File: src/rtl/fp16_pkg.sv
// Shared binary16 types, constants and operand classification for the PE
// multiply/accumulate datapath.
package fp16_pkg;

    typedef struct packed {
        logic       sign;
        logic [4:0] exp;
        logic [9:0] mant;
    } fp16_t;

    typedef enum logic [1:0] {
        ZERO = 2'd0,
        NORM = 2'd1,
        INF  = 2'd2,
        NAN  = 2'd3
    } fp16_class_e;

    localparam int unsigned FP16_BIAS = 15;
    localparam logic [15:0] FP16_QNAN = 16'h7D00;
    localparam logic [15:0] FP16_PINF = 16'h7C00;
    localparam logic [15:0] FP16_NINF = 16'hFC00;

    // Subnormals collapse into ZERO so the datapath never sees them.
    function automatic fp16_class_e fp16_class(input fp16_t x);
        fp16_class_e c;
        if (x.exp == 5'd0) begin
            c = ZERO;
        end else if (x.exp == 5'h1F) begin
            c = (x.mant == 10'd0) ? INF : NAN;
        end else begin
            c = NORM;
        end
        return c;
    endfunction

endpackage

File: src/rtl/mul_fp16_pipe_if.sv
// Operand/result bundle between the PE sequencer and the fp16 multiplier.
interface mul_fp16_pipe_if;
    logic        start;
    logic        stall;
    logic [15:0] fp1_in;
    logic [15:0] fp2_in;
    logic [15:0] fp_out;
    logic        valid_out;

    modport master (output start, stall, fp1_in, fp2_in, input fp_out, valid_out);
    modport slave  (input start, stall, fp1_in, fp2_in, output fp_out, valid_out);
endinterface

File: src/rtl/fp16_round_pack.sv
// Normalize a 22-bit significand product, round to nearest even, apply the
// overflow/flush-to-zero range check and pack a binary16 result.
module fp16_round_pack
    import fp16_pkg::*;
(
    input  logic              sign,
    input  logic signed [6:0] biased_exp,
    input  logic [21:0]       prod,
    output logic [15:0]       result
);

    logic [9:0]        mant_s;
    logic              guard_s;
    logic              sticky_s;
    logic              round_up_s;
    logic [10:0]       rounded_s;
    logic signed [6:0] norm_exp_s;
    logic signed [6:0] final_exp_s;
    logic [9:0]        final_mant_s;

    // Normalize, RNE round and range-check; exponent is checked after rounding.
    always_comb begin
        if (prod[21]) begin
            mant_s     = prod[20:11];
            guard_s    = prod[10];
            sticky_s   = |prod[9:0];
            norm_exp_s = biased_exp + 7'sd1;
        end else begin
            mant_s     = prod[19:10];
            guard_s    = prod[9];
            sticky_s   = |prod[8:0];
            norm_exp_s = biased_exp;
        end

        round_up_s = guard_s & (sticky_s | mant_s[0]);
        rounded_s  = {1'b0, mant_s} + {10'd0, round_up_s};

        if (rounded_s[10]) begin
            final_exp_s  = norm_exp_s + 7'sd1;
            final_mant_s = 10'd0;
        end else begin
            final_exp_s  = norm_exp_s;
            final_mant_s = rounded_s[9:0];
        end

        if (final_exp_s >= 7'sd31) begin
            result = {sign, 5'h1F, 10'h000};
        end else if (final_exp_s <= 7'sd0) begin
            result = {sign, 15'h0000};
        end else begin
            result = {sign, final_exp_s[4:0], final_mant_s};
        end
    end

endmodule

File: src/rtl/mul_fp16_pipe.sv
// Pipelined binary16 multiplier for the systolic PE: DAZ/FTZ, canonical NaN,
// RNE. Operands captured at edge N are presented on fp_out after edge N+3.
module mul_fp16_pipe #(
    parameter int unsigned LAT = 3
) (
    input  logic             clk,
    input  logic             RST,
    mul_fp16_pipe_if.slave   bus
);
    import fp16_pkg::*;

    logic              op_valid_r;
    fp16_t             op_a_r;
    fp16_t             op_b_r;

    fp16_class_e       cls_a_s;
    fp16_class_e       cls_b_s;
    logic              sign_s;
    logic signed [6:0] exp_sum_s;
    logic              special_s;
    logic [15:0]       special_val_s;

    logic              s1_valid_r;
    logic              s1_sign_r;
    logic signed [6:0] s1_exp_r;
    logic [10:0]       s1_sig_a_r;
    logic [10:0]       s1_sig_b_r;
    logic              s1_special_r;
    logic [15:0]       s1_special_val_r;

    logic              s2_valid_r;
    logic              s2_sign_r;
    logic signed [6:0] s2_exp_r;
    logic [21:0]       s2_prod_r;
    logic              s2_special_r;
    logic [15:0]       s2_special_val_r;

    logic [15:0]       packed_s;
    logic [15:0]       fp_out_r;
    logic              valid_out_r;

    // Operand capture; a start during stall is dropped.
    always_ff @(posedge clk) begin
        if (RST) begin
            op_valid_r <= 1'b0;
            op_a_r     <= '0;
            op_b_r     <= '0;
        end else if (!bus.stall) begin
            op_valid_r <= bus.start;
            op_a_r     <= bus.fp1_in;
            op_b_r     <= bus.fp2_in;
        end
    end

    // Classify operands and resolve special results by precedence.
    always_comb begin
        cls_a_s   = fp16_class(op_a_r);
        cls_b_s   = fp16_class(op_b_r);
        sign_s    = op_a_r.sign ^ op_b_r.sign;
        exp_sum_s = {2'b00, op_a_r.exp} + {2'b00, op_b_r.exp} - 7'(FP16_BIAS);
        special_s     = 1'b1;
        special_val_s = FP16_QNAN;
        if (cls_a_s == NAN || cls_b_s == NAN) begin
            special_val_s = FP16_QNAN;
        end else if ((cls_a_s == INF && cls_b_s == ZERO) || (cls_a_s == ZERO && cls_b_s == INF)) begin
            special_val_s = FP16_QNAN;
        end else if (cls_a_s == INF || cls_b_s == INF) begin
            special_val_s = {sign_s, 5'h1F, 10'h000};
        end else if (cls_a_s == ZERO || cls_b_s == ZERO) begin
            special_val_s = {sign_s, 15'h0000};
        end else begin
            special_s     = 1'b0;
        end
    end

    // S1 register: sign, exponent sum, significands with hidden bit, specials.
    always_ff @(posedge clk) begin
        if (RST) begin
            s1_valid_r       <= 1'b0;
            s1_sign_r        <= 1'b0;
            s1_exp_r         <= 7'sd0;
            s1_sig_a_r       <= 11'd0;
            s1_sig_b_r       <= 11'd0;
            s1_special_r     <= 1'b0;
            s1_special_val_r <= 16'h0000;
        end else if (!bus.stall) begin
            s1_valid_r       <= op_valid_r;
            s1_sign_r        <= sign_s;
            s1_exp_r         <= exp_sum_s;
            s1_sig_a_r       <= {1'b1, op_a_r.mant};
            s1_sig_b_r       <= {1'b1, op_b_r.mant};
            s1_special_r     <= special_s;
            s1_special_val_r <= special_val_s;
        end
    end

    // S2 register: significand product, carrying exponent and special result.
    always_ff @(posedge clk) begin
        if (RST) begin
            s2_valid_r       <= 1'b0;
            s2_sign_r        <= 1'b0;
            s2_exp_r         <= 7'sd0;
            s2_prod_r        <= 22'd0;
            s2_special_r     <= 1'b0;
            s2_special_val_r <= 16'h0000;
        end else if (!bus.stall) begin
            s2_valid_r       <= s1_valid_r;
            s2_sign_r        <= s1_sign_r;
            s2_exp_r         <= s1_exp_r;
            s2_prod_r        <= s1_sig_a_r * s1_sig_b_r;
            s2_special_r     <= s1_special_r;
            s2_special_val_r <= s1_special_val_r;
        end
    end

    fp16_round_pack u_round_pack (
        .sign       (s2_sign_r),
        .biased_exp (s2_exp_r),
        .prod       (s2_prod_r),
        .result     (packed_s)
    );

    // S3 output register; fp_out holds across bubbles and stalls.
    always_ff @(posedge clk) begin
        if (RST) begin
            valid_out_r <= 1'b0;
            fp_out_r    <= 16'h0000;
        end else if (!bus.stall) begin
            valid_out_r <= s2_valid_r;
            if (s2_valid_r) begin
                fp_out_r <= s2_special_r ? s2_special_val_r : packed_s;
            end
        end
    end

    assign bus.fp_out    = fp_out_r;
    assign bus.valid_out = valid_out_r;

endmodule

File: src/flat_wrapper.sv
// flat-port wrapper written by rule: the top's interface ports become plain ports
module mul_fp16_pipe_flat import fp16_pkg::*;
#(
    parameter int unsigned LAT = 3
)
  (clk, RST, bus_start, bus_stall, bus_fp1_in, bus_fp2_in, bus_fp_out, bus_valid_out);
  mul_fp16_pipe_if bus_i ();
  input  logic clk;
  input  logic RST;
  input wire logic [$bits(bus_i.start)-1:0] bus_start;
  input wire logic [$bits(bus_i.stall)-1:0] bus_stall;
  input wire logic [$bits(bus_i.fp1_in)-1:0] bus_fp1_in;
  input wire logic [$bits(bus_i.fp2_in)-1:0] bus_fp2_in;
  output wire logic [$bits(bus_i.fp_out)-1:0] bus_fp_out;
  output wire logic [$bits(bus_i.valid_out)-1:0] bus_valid_out;
  assign bus_i.start = bus_start;
  assign bus_i.stall = bus_stall;
  assign bus_i.fp1_in = bus_fp1_in;
  assign bus_i.fp2_in = bus_fp2_in;
  assign bus_fp_out = bus_i.fp_out;
  assign bus_valid_out = bus_i.valid_out;
  mul_fp16_pipe #(.LAT(LAT)) u_core (.clk(clk), .RST(RST), .bus(bus_i));
endmodule
File: config.mk
export PLATFORM = sky130hd
export DESIGN_NAME = mul_fp16_pipe_flat
export DESIGN_NICKNAME = d
export VERILOG_FILES = /design/src/rtl/fp16_pkg.sv /design/src/rtl/mul_fp16_pipe_if.sv /design/src/rtl/fp16_round_pack.sv /design/src/rtl/mul_fp16_pipe.sv /design/src/flat_wrapper.sv
export SDC_FILE = /design/constraint.sdc
export NUM_CORES = 1
export LEC_CHECK = 0
export CAP_MARGIN = 10
export CORE_UTILIZATION = 34
export DETAILED_ROUTE_END_ITERATION = 8
export PLACE_DENSITY = 0.52
export RECOVER_POWER = 100
export SETUP_SLACK_MARGIN = 0.1
export SLEW_MARGIN = 20
export SYNTH_ARGS = -nofsm -noshare
export SYNTH_HDL_FRONTEND = slang
export SYNTH_SLANG_ARGS = --single-unit
File: constraint.sdc
create_clock -name clk -period 11.58 [get_ports clk]
set_input_delay 1.737 -clock clk [delete_from_list [all_inputs] [get_ports clk]]
set_output_delay 1.737 -clock clk [all_outputs]
set_load 0.01 [all_outputs]
==> results.sh <==
export IMPL_yosys_area_top_type="dfxtp_1"
export IMPL_p_leak_nw=4.99
export IMPL_gp_congestion=0.776
export IMPL_cp_required_ns=11.86
export IMPL_dpl_cell_area_um2=10200
export IMPL_final_core_util_pct=39.8
export IMPL_dp_slack_ns=5.94
export IMPL_p_total_mw=1.10
export IMPL_cts_hold_buf=0
export IMPL_track_usage_pct=15.5
export IMPL_start_kind="primary input"
export IMPL_crit_cells=4
export IMPL_cts_max_level=4
export IMPL_synth_top_cells_by_area="dfxtp_1 25%, fa_1 17%, ha_1 9.1%"
export IMPL_use_met1_pct=21.6
export IMPL_synth_distinct_cells=65
export IMPL_violations="max-capacitance violations, max-slew violations"
export IMPL_finalWorstPathRequiredPeriod_ns=6.76
export IMPL_post_cts_setup_buffers=0
export IMPL_root_buffer="clkbuf_16"
export IMPL_drt_iter0_markers=289
export IMPL_hp_class="flop to flop"
export IMPL_io_pins=53
export IMPL_setup_ws_ns=4.82
export IMPL_crit_arrival_ns=7.04
export IMPL_syn_cell_area_um2=9460
export IMPL_cap_violations=2
export IMPL_synthArstFlopShare_pct=0
export IMPL_core_um2=27100
export IMPL_max_freq_mhz=148
export IMPL_antenna_found_initial=0
export IMPL_synth_flop_cell="dfxtp_1"
export IMPL_grt_ovfl_total=0
export IMPL_wl_um=21100
export IMPL_ir_drop_uv=86.5
export IMPL_rsz0062_at_grt="false"
export IMPL_busiest_layer="met2"
export IMPL_synth_edf_count=0
export IMPL_p_per_area_nw_per_um2=102
export IMPL_nets=1270
export IMPL_gr_usage_met2_pct=24.9
export IMPL_drt_first_pass_iters=5
export IMPL_cts_max_path_buffers=2
export IMPL_wl_per_cell_um=14.4
export IMPL_path_cells="clkbuf_1 -> clkbuf_1 -> mux2i_1 -> nor2_1"
export IMPL_clock_latency_ns=0.42
export IMPL_path_buf_inv=2
export IMPL_reg2reg_slack_ns=5.92
export IMPL_grt_pass1_wl_um=35400
export IMPL_drc_errors=0
export IMPL_holdCritStartpoint="u_core.s1_sign_r"
export IMPL_final_setup_tns_ns=0
export IMPL_maxSlewHeadroom_pct=-160
export IMPL_r2r_end="u_core.s2_prod_r[20]"
export IMPL_io_buffers=52
export IMPL_cpPeakStageDelay_ns=2.87
export IMPL_fin_crit_sh_pct=58.4
export IMPL_ys_ff_latch=119
export IMPL_worstMarginPinSlew_ns=3.90
export IMPL_hold_viol=0
export IMPL_crit_family="buffers and inverters"
export IMPL_cts_buffers=17
export IMPL_setup_violations_final=0
export IMPL_die_h_um=169
export IMPL_std_cell_rows=60
export IMPL_cts_tree="yes"
export IMPL_synth_sequential_area_ratio_pct=25.2
export IMPL_r2r_cells=16
export IMPL_path_max_fanout=57
export IMPL_final_area_um2=10800
export IMPL_antenna_left=0
export IMPL_grt_max_degree=80
export IMPL_worstSetupStartpoint="bus_stall"
export IMPL_use_met3_pct=2.08
export IMPL_status="finished with violations"
export IMPL_cpMaxStageDelayCell="clkbuf_1"
export IMPL_yosys_warnings=0
export IMPL_vias=7038
export IMPL_crit_end="u_core.s1_sig_a_r[3]"
export IMPL_syn_nets=1253
export IMPL_die_area_um2=28500
export IMPL_avgSynthCellArea_um2=8.86
export IMPL_grt_pass1_vias=6980
export IMPL_hpwl_um=15800
export IMPL_diodes=0
export IMPL_path_clk_slew_ns=0.06
export IMPL_hold_depth=2
export IMPL_final_layout_size_suffix_gt1_share_pct=4.38
export IMPL_synth_top_area_share_pct=25.2
export IMPL_crit_type="primary input to flop"
export IMPL_slew_viol_final=112
export IMPL_initial_core_util_pct=34.9
export IMPL_post_cts_resized_instances=0
export IMPL_areaGrowthSynthToFinish_pct=14.0
export IMPL_viasPerCell=4.79
export IMPL_syn_instance_count=1067
export IMPL_endpoint_kind="flop"
export IMPL_die_x_um=169
export IMPL_r2r_start="u_core.s1_sig_b_r[10]"
export IMPL_cpMostUsedCell="clkbuf_1"
export IMPL_skew_ns=0.00938
export IMPL_cts_num_sinks=119
## area by class of cell
class	count	area (µm²)
clock buffers	19	453
clock inverters	12	143
fillers	2790	16300
inverters	111	417
multi-input cells	780	6390
flip-flops and latches	119	2380
well taps	372	465
repair buffers	55	531
## tightest hold or removal path: stages (launching register included)
cell and delay, ns:
dfxtp_1 0.31, nand2_1 0.06, a21oi_1 0.05
## how the worst min path moves through the flow
| stage | to | slack [ns] |
|---|---|---|
| 6_report | u_core.s1_sign_r | 0.46 |
| 5_1_grt | u_core.s2_prod_r[7] | 0.48 |
| 4_1_cts | u_core.s1_sign_r | 0.47 |
| 3_5_place_dp | u_core.s1_sign_r | 0.46 |
| 3_3_place_gp | u_core.s1_sign_r | 0.45 |
| 2_1_floorplan | u_core.s1_exp_r[4] | 0.44 |
## synthesized netlist by cell type, types with 4 or more instances
library cell / n
a31oi_1: 8
o22ai_1: 9
nand2b_1: 5
clkbuf_1: 41
a32o_1: 9
xnor2_1: 28
nor3_1: 12
nand2_1: 106
nand4_1: 4
a211oi_1: 9
and3_1: 9
a21oi_1: 37
mux2i_1: 82
buf_1: 7
inv_1: 111
a21o_1: 7
nor4_1: 5
buf_6: 6
o21ai_0: 19
nor2_1: 124
nand3_1: 14
ha_1: 69
o21a_1: 7
xor2_1: 12
dfxtp_1: 119
and2_1: 68
a22oi_1: 4
fa_1: 81
## sequential cells by signal, indices dropped and copies added (netlist names)
signal	flops
u_core.s2_special_r	1
u_core.s2_sign_r	1
u_core.op_valid_r	1
u_core.s2_special_val_r	3
u_core.op_a_r	16
u_core.bus.fp_out	16
u_core.s1_special_r	1
u_core.s1_exp_r	7
u_core.s1_valid_r	1
u_core.s1_sig_a_r	10
u_core.bus.valid_out	1
u_core.s1_special_val_r	3
u_core.s1_sig_b_r	11
u_core.s1_sign_r	1
u_core.op_b_r	16
u_core.s2_prod_r	22
u_core.s2_exp_r	7
u_core.s2_valid_r	1
## cell families (layout without fill, tap and decap cells)
logic type	count (synthesis)	count (layout)	synth area share (%)
buf+inv	168	197	7.21
mux	86	86	9.28
flops	119	119	25.2
compound gates	131	131	9.20
fa+ha+maj	150	150	26.3
xor+xnor	41	41	3.94
simple gates	372	372	18.9
## metrics by stage
stage	hold WS [ns]	std cells
floorplan	0.440	1067
finish	0.461	1468
CTS	0.465	1468
detailed placement	0.456	1437
global placement	0.451	1437
global route	0.479	1468
## layout by cell type (no fill, tap or decap), types with 19 or more instances in the layout
| master | netlist | routed |
|---|---|---|
| dfxtp_1 | 119 | 119 |
| fa_1 | 81 | 81 |
| xnor2_1 | 28 | 28 |
| and2_1 | 68 | 67 |
| o21ai_0 | 19 | 19 |
| a21oi_1 | 37 | 37 |
| nor2_1 | 124 | 124 |
| ha_1 | 69 | 69 |
| inv_1 | 111 | 111 |
| clkdlybuf4s50_1 | 0 | 33 |
| mux2i_1 | 82 | 82 |
| nand2_1 | 106 | 106 |
## power breakdown
| group | switching (mW) | leakage [nW] | internal (mW) |
|---|---|---|---|
| clock | 0.211 | 0.279 | 0.330 |
| combinational | 0.0569 | 3.74 | 0.0538 |
| sequential | 0.0231 | 0.971 | 0.426 |
## layer usage
metal  routed length, µm  part of all wire, %  vias to the layer above
li1                    -                    -                     3564
met1               10800                   51                     3359
met2                9550                   45                       94
met3                 461                  2.2                       21
met4                 317                  1.5                        0
met5                   0                    0                        -
Power figures use the tool's default switching activity.
